`src/rtl/seq_mul_pkg.sv`:
```
// Shared types and elaboration helpers for the radix-2^K sequential multiplier.
// Operand widths up to 32 bits are supported by the magnitude helper.
package seq_mul_pkg;

  typedef enum logic [1:0] {
    IDLE = 2'd0,
    CALC = 2'd1,
    DONE = 2'd2
  } state_e;

  function automatic int nstep(input int width, input int k);
    return width / k;
  endfunction

  function automatic bit params_ok(input int width, input int k, input int early_term);
    return (width >= 2) && (width <= 32) &&
           ((k == 1) || (k == 2) || (k == 4)) && ((width % k) == 0) &&
           ((early_term == 0) || (early_term == 1));
  endfunction

  // Magnitude of a width-bit operand held in the low bits of v; upper bits come back zero.
  function automatic logic [31:0] abs_val(input logic [31:0] v, input int width,
                                          input logic is_sgn);
    logic [31:0] mask;
    mask = (width >= 32) ? 32'hFFFF_FFFF : ((32'd1 << width) - 32'd1);
    if (is_sgn && v[width-1]) return (~v + 32'd1) & mask;
    return v & mask;
  endfunction

endpackage

```
`src/rtl/seq_mul_dp.sv`:
```
// Datapath of the radix-2^K multiplier: operand magnitudes, accumulator, digit counter
// and the final sign correction of acc + current partial product.
module seq_mul_dp
  import seq_mul_pkg::*;
#(
  parameter int WIDTH      = 8,
  parameter int K          = 2,
  parameter int EARLY_TERM = 1
) (
  input  logic                 clk,
  input  logic                 rst_n,
  input  logic                 load_i,
  input  logic                 step_i,
  input  logic                 finish_i,
  input  logic [WIDTH-1:0]     a_i,
  input  logic [WIDTH-1:0]     b_i,
  input  logic                 is_signed_i,
  output logic                 last_o,
  output logic [2*WIDTH-1:0]   result_o
);

  localparam int NSTEP = nstep(WIDTH, K);
  localparam int PW    = 2 * WIDTH;
  localparam int CW    = (NSTEP > 1) ? $clog2(NSTEP) : 1;

  logic [PW-1:0]    as_q, as_d, acc_q, acc_d;
  logic [WIDTH-1:0] bs_q, bs_d;
  logic [CW-1:0]    cnt_q, cnt_d;
  logic             neg_q, neg_d;
  logic [PW-1:0]    pp, sum;

  assign pp       = as_q * PW'(bs_q[K-1:0]);
  assign sum      = acc_q + pp;
  assign result_o = neg_q ? (PW'(0) - sum) : sum;
  assign last_o   = (cnt_q == CW'(NSTEP - 1)) ||
                    ((EARLY_TERM != 0) && ((bs_q >> K) == '0));

  // NOTE: every variable gets its hold value first so no path through this block infers a latch.
  always_comb begin
    as_d  = as_q;
    bs_d  = bs_q;
    acc_d = acc_q;
    cnt_d = cnt_q;
    neg_d = neg_q;
    if (load_i) begin
      neg_d = is_signed_i & (a_i[WIDTH-1] ^ b_i[WIDTH-1]);
      as_d  = PW'(abs_val(32'(a_i), WIDTH, is_signed_i));
      bs_d  = WIDTH'(abs_val(32'(b_i), WIDTH, is_signed_i));
      acc_d = '0;
      cnt_d = '0;
    end else if (step_i && !finish_i) begin
      // The final digit is folded into the result combinationally, so the registers freeze there.
      acc_d = sum;
      as_d  = as_q << K;
      bs_d  = bs_q >> K;
      cnt_d = cnt_q + CW'(1);
    end
  end

  // NOTE: state registers use non-blocking assignments and are all cleared by the async reset.
  always_ff @(posedge clk or negedge rst_n) begin
    if (!rst_n) begin
      as_q  <= '0;
      bs_q  <= '0;
      acc_q <= '0;
      cnt_q <= '0;
      neg_q <= 1'b0;
    end else begin
      as_q  <= as_d;
      bs_q  <= bs_d;
      acc_q <= acc_d;
      cnt_q <= cnt_d;
      neg_q <= neg_d;
    end
  end

endmodule

```
`src/rtl/seq_mul_radix.sv`:
```
// Sequential radix-2^K shift-add multiplier with valid/ready handshakes on both sides.
// Holds the IDLE/CALC/DONE controller and the registered ready, o_valid and P outputs.
module seq_mul_radix
  import seq_mul_pkg::*;
#(
  parameter int WIDTH      = 8,
  parameter int K          = 2,
  parameter int EARLY_TERM = 1
) (
  input  logic                 clk,
  input  logic                 rst_n,
  input  logic [WIDTH-1:0]     A,
  input  logic [WIDTH-1:0]     B,
  input  logic                 is_signed,
  input  logic                 i_valid,
  output logic                 ready,
  output logic                 o_valid,
  input  logic                 o_ready,
  output logic [2*WIDTH-1:0]   P
);

  if (!params_ok(WIDTH, K, EARLY_TERM)) begin : g_bad_params
    $error("seq_mul_radix: illegal parameters WIDTH=%0d K=%0d EARLY_TERM=%0d",
           WIDTH, K, EARLY_TERM);
  end

  state_e             state_q, state_d;
  logic               ready_q, o_valid_q;
  logic [2*WIDTH-1:0] p_q;
  logic               load, step, finish, last;
  logic [2*WIDTH-1:0] result;

  seq_mul_dp #(
    .WIDTH      (WIDTH),
    .K          (K),
    .EARLY_TERM (EARLY_TERM)
  ) u_dp (
    .clk         (clk),
    .rst_n       (rst_n),
    .load_i      (load),
    .step_i      (step),
    .finish_i    (finish),
    .a_i         (A),
    .b_i         (B),
    .is_signed_i (is_signed),
    .last_o      (last),
    .result_o    (result)
  );

  always_comb begin
    state_d = state_q;
    load    = 1'b0;
    step    = 1'b0;
    finish  = 1'b0;
    case (state_q)
      IDLE: begin
        if (i_valid) begin
          load    = 1'b1;
          state_d = CALC;
        end
      end
      CALC: begin
        step = 1'b1;
        if (last) begin
          finish  = 1'b1;
          state_d = DONE;
        end
      end
      DONE: begin
        if (o_ready) state_d = IDLE;
      end
      default: state_d = IDLE;
    endcase
  end

  // ready/o_valid are registered copies of the next state so they never glitch.
  always_ff @(posedge clk or negedge rst_n) begin
    if (!rst_n) begin
      state_q   <= IDLE;
      ready_q   <= 1'b1;
      o_valid_q <= 1'b0;
      p_q       <= '0;
    end else begin
      state_q   <= state_d;
      ready_q   <= (state_d == IDLE);
      o_valid_q <= (state_d == DONE);
      if (finish) p_q <= result;
    end
  end

  assign ready   = ready_q;
  assign o_valid = o_valid_q;
  assign P       = p_q;

endmodule

```
`config.mk`:
```
export PLATFORM = sky130hd
export DESIGN_NAME = seq_mul_radix
export DESIGN_NICKNAME = d
export VERILOG_FILES = /design/src/rtl/seq_mul_pkg.sv /design/src/rtl/seq_mul_dp.sv /design/src/rtl/seq_mul_radix.sv
export SDC_FILE = /design/constraint.sdc
export NUM_CORES = 1
export LEC_CHECK = 0
export BUFFER_PORTS_ARGS = -buffer_cell sky130_fd_sc_hd__buf_2
export CAP_MARGIN = 20
export CELL_PAD_IN_SITES_DETAIL_PLACEMENT = 1
export CELL_PAD_IN_SITES_GLOBAL_PLACEMENT = 1
export CORE_AREA = 10 10 119 100
export CTS_CLUSTER_DIAMETER = 50
export DETAILED_ROUTE_END_ITERATION = 12
export DIE_AREA = 0 0 129 110
export GPL_TIMING_DRIVEN = 0
export PLACE_DENSITY = 0.84
export SLEW_MARGIN = 20
export SYNTH_ARGS = -nofsm -noshare
export SYNTH_HDL_FRONTEND = slang
export SYNTH_HIERARCHICAL = 1
export SYNTH_SLANG_ARGS = --single-unit
```
`constraint.sdc`:
```
create_clock -name clk -period 6.1 [get_ports clk]
set_clock_uncertainty 0.1 [all_clocks]
set_input_delay 0.61 -clock clk [delete_from_list [all_inputs] [get_ports clk]]
set_output_delay 0.61 -clock clk [all_outputs]
set_load 0.01 [all_outputs]
```
**After elaboration in Yosys (flattened, before gate mapping)**

Cells that the tools add are included.

- Register bits after elaboration: 63
- Bits of input ports: 21
- Output and inout bits: 18

- Add/subtract/negate cells: 5
- Multipliers: 1
- Eq/ne operators: 4
- Mux-type cells: 26
- Bitwise operators: 4
- Reduce and logical (&&, ||, !) cells: 9

Operator list:

| kind | number |
|---|---|
| 2-to-1 mux 16 bit | 7 |
| 2-to-1 mux 8 bit | 4 |
| adder 16 bit | 1 |
| adder 8 x 1 -> 8 bit, second input constant | 2 |
| multiplier 16 x 2 -> 16 bit | 1 |
| inverter 8 bit | 2 |
| subtractor 1 x 16 -> 16 bit, first input constant | 1 |
| 2-to-1 mux 2 bit | 5 |
| 2-to-1 mux 1 bit | 9 |
| logical NOT 8 bit | 1 |
| equality test 2 bit, second input constant | 3 |
| one-hot mux 2 bit (3 select lines) | 1 |
| logical NOT 2 bit | 2 |
| logical AND 1 bit | 3 |
| adder 2 x 1 -> 2 bit, second input constant | 1 |
| equality test 2 x 1 -> 1 bit, second input constant | 1 |
| nonzero test 2 bit | 1 |
| AND 1 bit | 1 |
| logical NOT 1 bit | 1 |
| logical OR 1 bit | 1 |
| XOR 1 bit | 1 |

**Longest topological paths before layout**

- Depth after elaboration: 8
- Mapped depth: 15
- Depth with buffers taken out: 13

**By module**

Netlist, hierarchy kept.

By module, submodules not included:

| module | times used | cells each | area each (um^2) | sequential area each (um^2) |
|---|---|---|---|---|
| seq_mul_dp | 1 | 477 | 3,823.7 | 1,076.0 |
| seq_mul_radix | 1 | 50 | 808.3 | 501.7 |

**Worst setup path after synthesis**

OpenSTA, ideal clock, no wires.

- Kind: reg2reg
- Start point: register u_dp.bs_q[0]
- End point: register p_q[14] (netlist: P[14])
- Arrival time: 3.987 ns
- Path slack: 1.888 ns
- Stages on the path, launching flop included: 15
- Buffers on the path: 1
- Clock period less this slack: 4.212 ns
- Path through: dfrtp_1 -> clkbuf_1 -> nand2_1 -> fa_1 -> inv_1 -> ha_1 -> fa_1 -> a211o_1 -> a21oi_1 -> o311ai_1 -> or4_4 -> or3_4 -> o41ai_2 -> xnor2_1 -> mux2_4

- Cells in the longest elaborated chain, start to end: 4

RTL lines:

| what | line | text |
|---|---|---|
| start: declaration | seq_mul_dp.sv:27 | `logic [WIDTH-1:0] bs_q, bs_d;` |
| start signal: assignment | seq_mul_dp.sv:70 | `bs_q <= bs_d;` |
| multiplier 16 x 2 -> 16 bit (*) | seq_mul_dp.sv:32 | `assign pp = as_q * PW'(bs_q[K-1:0]);` |
| adder 16 bit (*) | seq_mul_dp.sv:33 | `assign sum = acc_q + pp;` |
| subtractor 1 x 16 -> 16 bit | seq_mul_dp.sv:34 | `assign result_o = neg_q ? (PW'(0) - sum) : sum;` |
| 2-to-1 mux 16 bit (*) | seq_mul_dp.sv:34 |  |
| net result[14] | seq_mul_radix.sv:31 | `logic [2*WIDTH-1:0] result;` |
| end signal: assignment | seq_mul_radix.sv:87 | `if (finish) p_q <= result;` |
| end: declaration | seq_mul_radix.sv:29 | `logic [2*WIDTH-1:0] p_q;` |

Mark *: on every way through the listed nets, which the timed path passes. The rest lies on a longest branch.
A chain may end at the register's enable or synchronous reset.

**Worst setup path after layout**

Ends and elaborated chain as after synthesis.

==> metrics <==
status=finished clean; Post-synth EDFFs=0; postcts setup bufs=0; Root Buffer=clkbuf_16; Worst Hold Class=input pin to async pin; Vias/cell=~5.8; R2R Path Start=u_dp/bs_q[0]; hold-fix buffer count after cts=0; CTS tree=done; Avg Cell Area, Syn=~8.8 µm²; Final ANT Viol Nets=0; Fmax=roughly 210 MHz; Synth cell types=about 60; Top FF cell, synth=dfrtp_1; layout net count=about 630; r2r endpoint=P[14]; worst-path maximum fanout=8; DRC Markers=0; routed wire length per instance=around 19 µm; share of post-route cells with drive strength above 1=14.1%; global route total overflow=0; drt total wl=13.5 mm; Pwr Density=roughly 630 nW/µm²; worst path buffer plus inverter count=2; Worst Tran Pin Value=around 800 ps; first-pass GRT wire length=between 20 and 25 mm; DP Cell Count=about 700; maximum vdd drop=0.219 mV; post-DP HPWL=10.3 mm; Die Span Y=between 100 and 150 µm; Yosys top cell by area=dfrtp_1; Yosys reg bits=63; area of the core=about 9400 µm²; Final Util=56.0%; cell repeated most along the worst path=fa_1; Power Total=3.36 mW; critical path capture point type=flop; post-cts sizing count=0; Max-Cap Viols=0; # port buffers=38; Cell Area, Synth=approximately 4600 µm²; Clock transition at path regs=50 ps; largest net degree at the start of global routing=44; critical path's slowest cell=or4_4; CP startpoint kind=flop; reg2reg path depth=14; sequential area share after synthesis=34.1%; Inserted Clock Buffers=9; Slew Limit Fails=0; critical path, cell by cell=clkbuf_1 > nand2_1 > fa_1 > inv_1 > ha_1 > fa_1 > a211o_1 > a21oi_1 > o311ai_1 > or4_4 > or3_4 > o41ai_2 > xnor2_1 > mux2_4; Die Area=between 10000 and 15000 µm²; clk sinks=between 60 and 70; final setup fails=0; most numerous cell in the Yosys netlist=nand2_1; crit path DAT=slightly below 5000 ps; register-to-register setup slack=approximately 1300 ps; number of global-route vias before repair=approximately 4400; top cells by area, synth=dfrtp_1 33%, nand2_1 7.9%, fa_1 6.5%; Fillers=approximately 1100; Worst-Skew Late Latency=around 340 ps; Commonest cells post-synth=97 x nand2_1, 62 x dfrtp_1, 55 x inv_1; Mapped Cells=around 530; crit-path max cell delay=~610 ps; RD Place Congestion=between 0.8 and 0.9; Lkg Pwr=2.53 nW; critical path depth in cells=14; RSZ-0062 raised after global routing=no; initial antenna violation count=1; CP Class=flop to flop; Initial Utilization=49.0%; Initial DRT Pass Iterations=4; Yosys Warn Count=6; H-tree depth=3; Area Overhead vs Synth=14.3%; Hold Violations, Final=0; Slew HR=between 40% and 50%; Yosys top cell area share=33.5%; Via Count=a little over 4000; WP data required=6220 ps; Final min period=~4800 ps; Synth Net Count=between 500 and 600; row cnt=32; Layout Cells excl Fill=about 700; asr flop ratio synth=100%; worst hold slack=between 50 and 60 ps; diode count=0; I/O pin cnt=39; Max clock buf depth=2; setup_tns=0 ps; CP delay by family, top=simple AND/OR/NAND/NOR gates; DRT iter0 DRCs=around 190; GRT Overall Usage=~20%; Die Span X=roughly 130 µm; fin crit share=slightly below 80%
layout make-up:
| cell class | count | area, µm² | area share, % |
|---|---|---|---|
| clock buffer | 12 | 246 | 4.66 |
| tap | 119 | 149 | 2.81 |
| clock inverter | 4 | 45.0 | 0.851 |
| timing repair buffer | 39 | 220 | 4.16 |
| sequential | 63 | 1580 | 29.8 |
| buffer | 24 | 109 | 2.06 |
| multi-input combinational | 385 | 2740 | 51.7 |
| inverter | 55 | 206 | 3.90 |
stage by stage:
stage	worst slack, ps	instance area, µm²
after floorplan	1890	4630
after global placement	1520	4970
after detailed placement	1370	5000
after CTS	1340	5290
after global routing	1060	5290
final	1340	5290
placed cells by master, fill, tap and decap left out, types with 4 or more instances in the layout:
master     instances
and2_1             4
o21ai_0           23
o21ai_1            4
buf_1              5
nor2_1            21
nand2b_1           6
fa_1              15
a21o_1             6
a211oi_1           7
mux2_4             7
xnor2_1           21
inv_1             55
nand3_1           13
xor2_1            12
nand3b_1           5
mux2_2            10
clkbuf_1          19
a31oi_1            5
mux2i_1           13
dfrtp_1           62
buf_2             37
nor3_1             6
o31ai_1            4
clkbuf_16          9
ha_1              19
o211ai_1           7
nand2_1           97
a21oi_1           34
worst max-delay path by stage:
stage	from	endpoint
2_1_floorplan	u_dp/bs_q[0]	P[14]
3_3_place_gp	u_dp/bs_q[0]	P[14]
3_5_place_dp	u_dp/bs_q[0]	P[15]
4_1_cts	u_dp/bs_q[0]	P[15]
5_1_grt	u_dp/bs_q[0]	P[15]
6_report	u_dp/bs_q[0]	P[14]
layer usage:
| metal | global-route usage (%) | vias up | share of wire [%] |
|---|---|---|---|
| met5 | 0 | - | 0 |
| met4 | 7.94 | 0 | 2.0 |
| met3 | 4.49 | 19 | 5.0 |
| met2 | 34.6 | 82 | 48 |
| met1 | 24.8 | 2049 | 45 |
| li1 | - | 1882 | - |
where the power goes:
part           internal [mW]  total, mW  switching (mW)
Clock                  0.325      0.511           0.186
Sequential             0.596      0.735           0.139
Combinational          0.816       2.11            1.29
cell families after synthesis:
logic type	after synthesis	share of synthesized area [%]
and+or+nand+nor	175	17.4
adders and majority gates	34	11.6
xor gates and xnor gates	34	6.73
DFF	63	34.1
buffers and inverters	79	6.81
muxes	30	7.51
AOI/OAI and AO/OA	112	15.9
registers in the layout, indices dropped and copies added, names as in the netlist, 2 cells and up:
name,count
P,16
u_dp/as_q,16
u_dp/acc_q,16
u_dp/bs_q,8
u_dp/cnt_q,2
state_q,2
No activity file was read; power rests on OpenSTA's default activity.
